<file path="config.mk">
export PLATFORM = sky130hd
export DESIGN_NAME = fifo_ctrl
export DESIGN_NICKNAME = d
export VERILOG_FILES = /design/src/rtl/fifo_ctrl.sv
export SDC_FILE = /design/constraint.sdc
export NUM_CORES = 1
export LEC_CHECK = 0
export BUFFER_PORTS_ARGS = -buffer_cell sky130_fd_sc_hd__buf_2
export CAP_MARGIN = 10
export CORE_ASPECT_RATIO = 0.75
export CORE_MARGIN = 4
export CORE_UTILIZATION = 49
export DETAILED_ROUTE_END_ITERATION = 10
export GPL_ROUTABILITY_DRIVEN = 0
export GPL_TIMING_DRIVEN = 0
export PLACE_DENSITY = 0.76
export RECOVER_POWER = 25
export SETUP_SLACK_MARGIN = 0.02
export SYNTH_ARGS = -nofsm -noshare
export SYNTH_HDL_FRONTEND = slang
export SYNTH_SLANG_ARGS = --single-unit
</file>
<file path="constraint.sdc">
create_clock -name clk -period 3.64 [get_ports clk]
set_input_delay 0.364 -clock clk [delete_from_list [all_inputs] [get_ports clk]]
set_output_delay 0.364 -clock clk [all_outputs]
set_load 0.01 [all_outputs]
</file>
<file path="src/rtl/fifo_ctrl.sv">
// fifo_ctrl: pointer/occupancy sequencer for a width-converting scratch FIFO memory.
// Define FIFO_CTRL_ERR_EN to build sticky overflow/underflow flags; otherwise they are tied to 0.
module fifo_ctrl #(
  parameter int R_DATA_WIDTH = 64,
  parameter int W_DATA_WIDTH = 16,
  parameter int MEM_WIDTH    = 16,
  parameter int ADDR_WIDTH   = 8
) (
  input  logic                  clk,
  input  logic                  rst_n,
  input  logic                  clear,
  input  logic                  push_valid,
  output logic                  push_ready,
  input  logic                  pop_ready,
  output logic                  pop_valid,
  output logic                  mem_wr_en,
  output logic [ADDR_WIDTH-1:0] mem_wr_addr,
  output logic                  mem_rd_en,
  output logic [ADDR_WIDTH-1:0] mem_rd_addr,
  output logic [ADDR_WIDTH:0]   count,
  output logic                  full,
  output logic                  empty,
  output logic                  overflow,
  output logic                  underflow
);
  localparam int W_WORDS = W_DATA_WIDTH / MEM_WIDTH;
  localparam int R_WORDS = R_DATA_WIDTH / MEM_WIDTH;
  localparam int DEPTH   = 1 << ADDR_WIDTH;
  localparam int CW      = ADDR_WIDTH + 1;
  localparam logic [CW-1:0] W_CNT = CW'(W_WORDS);
  localparam logic [CW-1:0] R_CNT = CW'(R_WORDS);
  localparam logic [CW-1:0] W_LIM = CW'(DEPTH - W_WORDS);
  localparam logic [CW-1:0] D_CNT = CW'(DEPTH);
  localparam logic [ADDR_WIDTH-1:0] W_STEP = ADDR_WIDTH'(W_WORDS);
  localparam logic [ADDR_WIDTH-1:0] R_STEP = ADDR_WIDTH'(R_WORDS);
  logic [ADDR_WIDTH-1:0] r_wr_ptr, r_rd_ptr;
  logic [CW-1:0]         r_count;
  logic                  w_push, w_pop;
  assign push_ready  = r_count <= W_LIM;
  assign pop_valid   = r_count >= R_CNT;
  assign full        = r_count == D_CNT;
  assign empty       = r_count == '0;
  // rst_n gating keeps the memory write strobe quiet while reset is held
  assign w_push      = rst_n && !clear && push_valid && push_ready;
  assign w_pop       = !clear && pop_valid && pop_ready;
  assign mem_wr_en   = w_push;
  assign mem_rd_en   = pop_valid;
  assign mem_wr_addr = r_wr_ptr;
  assign mem_rd_addr = r_rd_ptr;
  assign count       = r_count;
  always_ff @(posedge clk or negedge rst_n) begin
    if (!rst_n) begin
      r_wr_ptr <= '0;
      r_rd_ptr <= '0;
      r_count  <= '0;
    end else if (clear) begin
      r_wr_ptr <= '0;
      r_rd_ptr <= '0;
      r_count  <= '0;
    end else begin
      if (w_push) r_wr_ptr <= r_wr_ptr + W_STEP;
      if (w_pop) r_rd_ptr <= r_rd_ptr + R_STEP;
      r_count <= r_count + (w_push ? W_CNT : '0) - (w_pop ? R_CNT : '0);
    end
  end
`ifdef FIFO_CTRL_ERR_EN
  logic r_overflow, r_underflow;
  always_ff @(posedge clk or negedge rst_n) begin
    if (!rst_n) begin
      r_overflow  <= 1'b0;
      r_underflow <= 1'b0;
    end else if (clear) begin
      r_overflow  <= 1'b0;
      r_underflow <= 1'b0;
    end else begin
      if (push_valid && !push_ready) r_overflow <= 1'b1;
      if (pop_ready && !pop_valid) r_underflow <= 1'b1;
    end
  end
  assign overflow  = r_overflow;
  assign underflow = r_underflow;
`else
  assign overflow  = 1'b0;
  assign underflow = 1'b0;
`endif
endmodule

</file>
==> impl_metrics.py, run 1 <==
metrics = {
    "logic_synthesis": {
        "synth_top_family_by_area": "simple AND/OR/NAND/NOR gates",
        "synth-simple-area-share_pct": 22.6,
        "ys_types": 49,
        "ys_seq_area_share_pct": 31.8,
        "synth_mux_area_share_pct": 6.09,
        "ys.flop_type": "dfrtp_1",
        "synthAdderAreaFrac_pct": 17.3,
        "synthArstFlopShare_pct": 100,
        "ys_warn_count": 0,
        "synthXorXnorAreaFrac_pct": 2.91,
        "synth-edff-count": 0,
        "synth_area_um2": 1810,
        "synth-compound-area-share_pct": 12.5,
        "synth-seq-cells": 23,
        "syn_inst": 193,
        "synth_area_per_cell_um2": 9.37,
    },
    "clocking": {
        "cts_buffer_depth": 2,
        "numCtsBuffers": 3,
        "htree_levels": 1,
        "root_buffer": "clkbuf_8",
        "cts.clk_slew.worst_paths_ps": 90,
        "cts_tree": "built",
        "cts.sinks": 23,
        "insertion_delay_ps": 270,
    },
    "global_route": {
        "first_global_vias": 1486,
        "grt_max_degree": 26,
        "grt_use_total_pct": 18.8,
        "grt_pass1_wl_mm": 7.08,
        "grt-ovfl-total": 0,
        "grt_antenna_before_repair": 0,
    },
    "floorplanning": {
        "core_um2": 3420,
        "dieArea_um2": 4740,
        "die-height_um": 60.6,
        "boundaryPins": 38,
        "die_x_um": 78.1,
        "initial_core_util_pct": 52.8,
        "rows": 18,
    },
    "layout": {
        "drive_above_1_share_pct": 29.4,
        "fin_nets": 266,
        "antenna_cells": 0,
        "area_delta_synth_final_pct": 18.7,
        "final_cell_mix": "buf_2 (33), ha_1 (25), dfrtp_1 (21)",
        "fillCellCount": 321,
        "final_common_cell": "buf_2",
        "fin_util_pct": 62.7,
    },
    "sta": {
        "setup_ws_ps": 118,
        "fin_setup_tns_ps": 0,
        "period_needed_ps": 3520,
        "slew_violations": 0,
        "worst_pin_slew_ps": 586,
        "setup_violations": 0,
        "hold_viol": 0,
        "fin_crit_sh_pct": 96.8,
        "rsz0062_at_grt": "no",
        "relSlewSlack_pct": 60.9,
        "hold_ws_ps": 86.7,
        "fmax_mhz": 284,
        "fin_worst_skew_ps": 3.13,
    },
    "drt": {
        "wl_per_cell_um": 13.9,
        "drt_iter0_markers": 34,
        "viasPerCell": 5.35,
        "ant_nets": 0,
        "dr.pass1.iters": 4,
        "drc": 0,
        "routed_wirelength_mm": 3.97,
        "vias": 1526,
    },
    "critical_path": {
        "cp_max_fo": 5,
        "end_kind": "flip-flop",
        "arrival_ps": 3680,
        "worst_ep_required_time_ps": 3800,
        "cp-start-kind": "flip-flop",
        "worst-setup-path-type": "flip-flop to flip-flop",
    },
    "power_and_ir_drop": {
        "power.density_nw_per_um2": 623,
        "ir_worst_vdd_mv": 0.326,
        "p_leak_nw": 1.08,
    },
    "run_status": {
        "status": "complete, no violations",
    },
    "placed_design": {
        "dpl_worst_slack_ps": -280,
        "io_buffer_count": 32,
        "dpl.hpwl_mm": 3.05,
    },
    "run": {
        "cap_viol_max_count": 0,
    },
    "worst_hold_path": {
        "hold_path.class": "input pin to async pin",
    },
}
worst max-delay path, cell delays in order (launching register included):
cell,delay [ps]
dfrtp_2,470
inv_2,110
ha_1,150
nor3b_4,200
nand4_1,190
a21boi_2,200
nand2_1,80
ha_1,330
ha_1,310
or3b_2,530
a21oi_1,200
mux2_2,350
a311o_1,300
path summary, 6_finish.rpt:
check	start	endpoint	slack, ps	depth (start not counted)
worst min-delay path	rst_n	mem_wr_addr[0]	90	1
max in group asynchronous	rst_n	count[6]	3130	1
min in group clk	clear	count[8]	440	3
worst max register to register	count[6]	count[6]	120	12
worst min register to register	mem_wr_addr[5]	mem_wr_addr[5]	500	1
worst max-delay path	count[6]	count[6]	120	12
repair_timing:
action                                  CTS  global route
hold buffers                              0             0
buffers inserted                          3             0
gates resized for setup                   3             8
pin swaps                                 2             1
endpoints found under the setup margin    2             1
through the flow:
step	power [mW]	std cells	area, um^2
floorplan	0.916	196	1820
global placement	1.10	278	2040
detailed placement	1.12	278	2040
CTS	1.31	285	2120
global route	1.46	285	2150
finish	1.34	285	2150
power breakdown:
part	switching (mW)	internal [mW]	leakage, nW	total, mW
Combinational	0.445	0.361	0.749	0.806
Sequential	0.0667	0.300	0.309	0.367
Clock	0.0870	0.0765	0.0255	0.164
Total	0.599	0.737	1.08	1.34
registers in the layout (all words and copies together), names as in the netlist:
register	count
count	9
mem_rd_addr	6
mem_wr_addr	8
metal layers:
layer / up-vias / GRT usage [%] / part of all wire, %
li1: 757 / - / -
met1: 722 / 26.1 / 49
met2: 45 / 31.2 / 44
met3: 2 / 4.01 / 6.4
met4: 0 / 3.49 / 0.30
met5: - / 0 / 0
cells in the mapped netlist (2+ instances only):
cell type | n | share of area, %
mux2_2 | 8 | 5.0
mux2i_1 | 2 | 1.1
nor4_1 | 2 | 0.69
dfrtp_1 | 23 | 32
nor2b_1 | 11 | 3.8
nor3_1 | 2 | 0.55
o31ai_1 | 2 | 0.83
and3_1 | 4 | 1.4
clkbuf_1 | 3 | 0.62
o21ai_0 | 2 | 0.55
buf_4 | 5 | 2.1
nand3_1 | 3 | 0.83
o211ai_1 | 2 | 0.83
a311oi_1 | 2 | 0.97
a211o_1 | 2 | 0.97
a21oi_1 | 9 | 2.5
nor3b_1 | 5 | 2.1
inv_1 | 14 | 2.9
a31oi_1 | 2 | 0.69
xnor2_1 | 5 | 2.4
nand4_1 | 3 | 1.0
ha_1 | 25 | 17
nand2_1 | 14 | 2.9
or4_1 | 2 | 0.83
nor2_1 | 17 | 3.5
cell families (layout without fill, tap and decap cells):
group / Yosys count / count (layout)
AND/OR/NAND/NOR: 73 / 73
AO/OA/AOI/OAI: 31 / 31
adder cells (fa/ha/maj): 25 / 25
buffers and inverters: 24 / 63
flip-flops: 23 / 23
multiplexers: 10 / 10
XOR/XNOR: 6 / 6
other: 1 / 4
area by class of cell:
cell class	instances	area, um^2	area share [%]
multi-input cells	149	1160	54.0
well taps	50	62.6	2.92
inverters	14	52.6	2.45
plain buffers	10	65.1	3.03
repair buffers	35	183	8.51
clock buffers	3	41.3	1.92
flip-flops and latches	23	578	26.9
clock inverters	1	5.00	0.233
Power figures use the tool's default switching activity.
==> run 2: changes to the inputs <==
CORE_UTILIZATION = 50   (was 49)
CTS_BUF_LIST = sky130_fd_sc_hd__clkbuf_8   (was default)
PLACE_DENSITY = 0.77   (was 0.76)
==> impl_metrics.py, run 2 (synthesis results as in run 1) <==
metrics = {
    "run_status": {
        "status": "complete, no violations",
    },
    "drt": {
        "drt_iter0_markers": 65,
        "viasPerCell": 5.62,
        "routed_wirelength_mm": 4.04,
        "dr.pass1.iters": 4,
        "ant_nets": 0,
        "vias": 1541,
        "drc": 0,
        "wl_per_cell_um": 14.7,
    },
    "critical_path": {
        "worstSetupStartpoint": "count[7]",
        "cp_cell_sequence": "inv_1 -> ha_1 -> nor3b_4 -> nand4_1 -> a21boi_2 -> nand2_1 -> ha_1 -> ha_1 -> or3b_4 -> a21oi_2 -> mux2_2 -> a311o_1",
        "worst-setup-path-type": "flip-flop to flip-flop",
        "r2r_end": "count[6]",
        "reg2reg_slack_ps": 250,
        "cp_max_fo": 4,
        "worst_ep_required_time_ps": 3800,
        "end_kind": "flip-flop",
        "cpMostUsedCell": "ha_1",
        "endpoint": "count[6]",
        "cpPeakStageDelay_ps": 450,
        "timing.rr.start": "count[7]",
        "path_buf_inv": 1,
        "cp_slowest_cell": "dfrtp_2",
        "critPathTopFamily": "simple AND/OR/NAND/NOR gates",
        "crit_cells": 12,
        "cp-start-kind": "flip-flop",
        "arrival_ps": 3550,
        "rr_worst_depth": 12,
    },
    "floorplanning": {
        "die-height_um": 60.1,
        "die_x_um": 77.4,
        "dieArea_um2": 4650,
        "initial_core_util_pct": 53.5,
        "boundaryPins": 38,
        "core_um2": 3380,
        "rows": 18,
    },
    "sta": {
        "fin_setup_tns_ps": 0,
        "fmax_mhz": 295,
        "hold_viol": 0,
        "relSlewSlack_pct": 60.4,
        "rsz0062_at_grt": "no",
        "worst_pin_slew_ps": 594,
        "period_needed_ps": 3390,
        "fin_worst_skew_ps": 1.81,
        "fin_crit_sh_pct": 93.0,
        "setup_violations": 0,
        "slew_violations": 0,
    },
    "clocking": {
        "cts.sinks": 23,
        "cts_tree": "built",
        "cts_buffer_depth": 2,
        "cts.clk_slew.worst_paths_ps": 90,
        "insertion_delay_ps": 270,
        "numCtsBuffers": 3,
        "root_buffer": "clkbuf_8",
        "htree_levels": 1,
    },
    "layout": {
        "antenna_cells": 0,
        "layout.cells.non_filler": 274,
        "fin_util_pct": 63.1,
        "final_cell_mix": "buf_2 (33), ha_1 (25), dfrtp_1 (21)",
        "area_delta_synth_final_pct": 17.9,
        "fin_nets": 265,
        "drive_above_1_share_pct": 29.5,
        "final_common_cell": "buf_2",
        "largest_register_ffs": 9,
    },
    "global_route": {
        "first_global_vias": 1462,
        "grt_antenna_before_repair": 0,
        "grt_use_total_pct": 18.8,
        "grt_pass1_wl_mm": 6.81,
        "grt_max_degree": 26,
        "grt-ovfl-total": 0,
    },
    "power_and_ir_drop": {
        "power.density_nw_per_um2": 635,
        "total_power_mw": 1.35,
        "clockPowerShare_pct": 12.3,
        "ir_worst_vdd_mv": 0.293,
        "switchingPower_mw": 0.612,
        "p_leak_nw": 1.08,
        "sw_frac_of_total_pct": 45.2,
        "internal-power_mw": 0.742,
        "seq_power_share_pct": 27.3,
        "comb_power_share_pct": 60.5,
    },
    "placed_design": {
        "place_inst": 268,
        "io_buffer_count": 32,
        "dpl.hpwl_mm": 3.04,
    },
    "worst_hold_path": {
        "hold_path.class": "input pin to async pin",
    },
    "run": {
        "cap_viol_max_count": 0,
    },
}
==> run 2: how the worst min path moves through the flow <==
stage	from	endpoint
floorplan	rst_n	count[0]
global placement	rst_n	mem_wr_addr[0]
detailed placement	rst_n	mem_wr_addr[0]
CTS	rst_n	mem_wr_addr[0]
global route	rst_n	count[0]
finish	rst_n	mem_wr_addr[0]
==> run 2: power groups by stage <==
stage                     registers [mW]  clock network, mW  logic, mW
after floorplan                    0.366                  0      0.549
after global placement             0.366                  0      0.735
after detailed placement           0.367                  0      0.751
after CTS                          0.362              0.170      0.775
after global routing               0.377              0.182      0.901
final                              0.369              0.166      0.819
==> run 2: stage by stage <==
step	hold slack (ps)	instance area, um^2	setup WS [ps]
finish	87.3	2130	253
global route	120	2130	119
CTS	99.1	2100	70.7
detailed placement	396	2030	-309
global placement	400	2030	-231
floorplan	68.4	1820	120
==> run 2: cell type report <==
cell class	instances	area, um^2
tap	40	50.0
multi-input combinational	149	1160
clock buffer	3	41.3
sequential	23	578
timing repair buffer	34	175
clock inverter	1	5.00
fill	294	1250
inverter	14	52.6
buffer	10	65.1
==> run 2: metal layers <==
| layer | share of wire (%) | global-route usage (%) |
|---|---|---|
| met5 | 0 | 0 |
| met2 | 45 | 31.1 |
| met3 | 3.7 | 4.07 |
| met4 | 1.6 | 4.57 |
| met1 | 50 | 25.3 |
==> run 2: worst register-to-register path: cells and delay by family (launching register included) <==
| family | cells | cell delay, ps |
|---|---|---|
| multiplexers | 1 | 340 |
| AO/OA/AOI/OAI | 3 | 630 |
| buffers and inverters | 1 | 130 |
| adder cells (fa/ha/maj) | 3 | 810 |
| AND/OR/NAND/NOR | 4 | 920 |
| flip-flops | 1 | 450 |
==> run 2: timing repair <==
action	in CTS	in global routing
pin swaps	2	1
hold endpoints to repair	0	0
buffers inserted	2	0
hold buffers	0	0
resized for setup	3	10
endpoints found under the setup margin	2	1
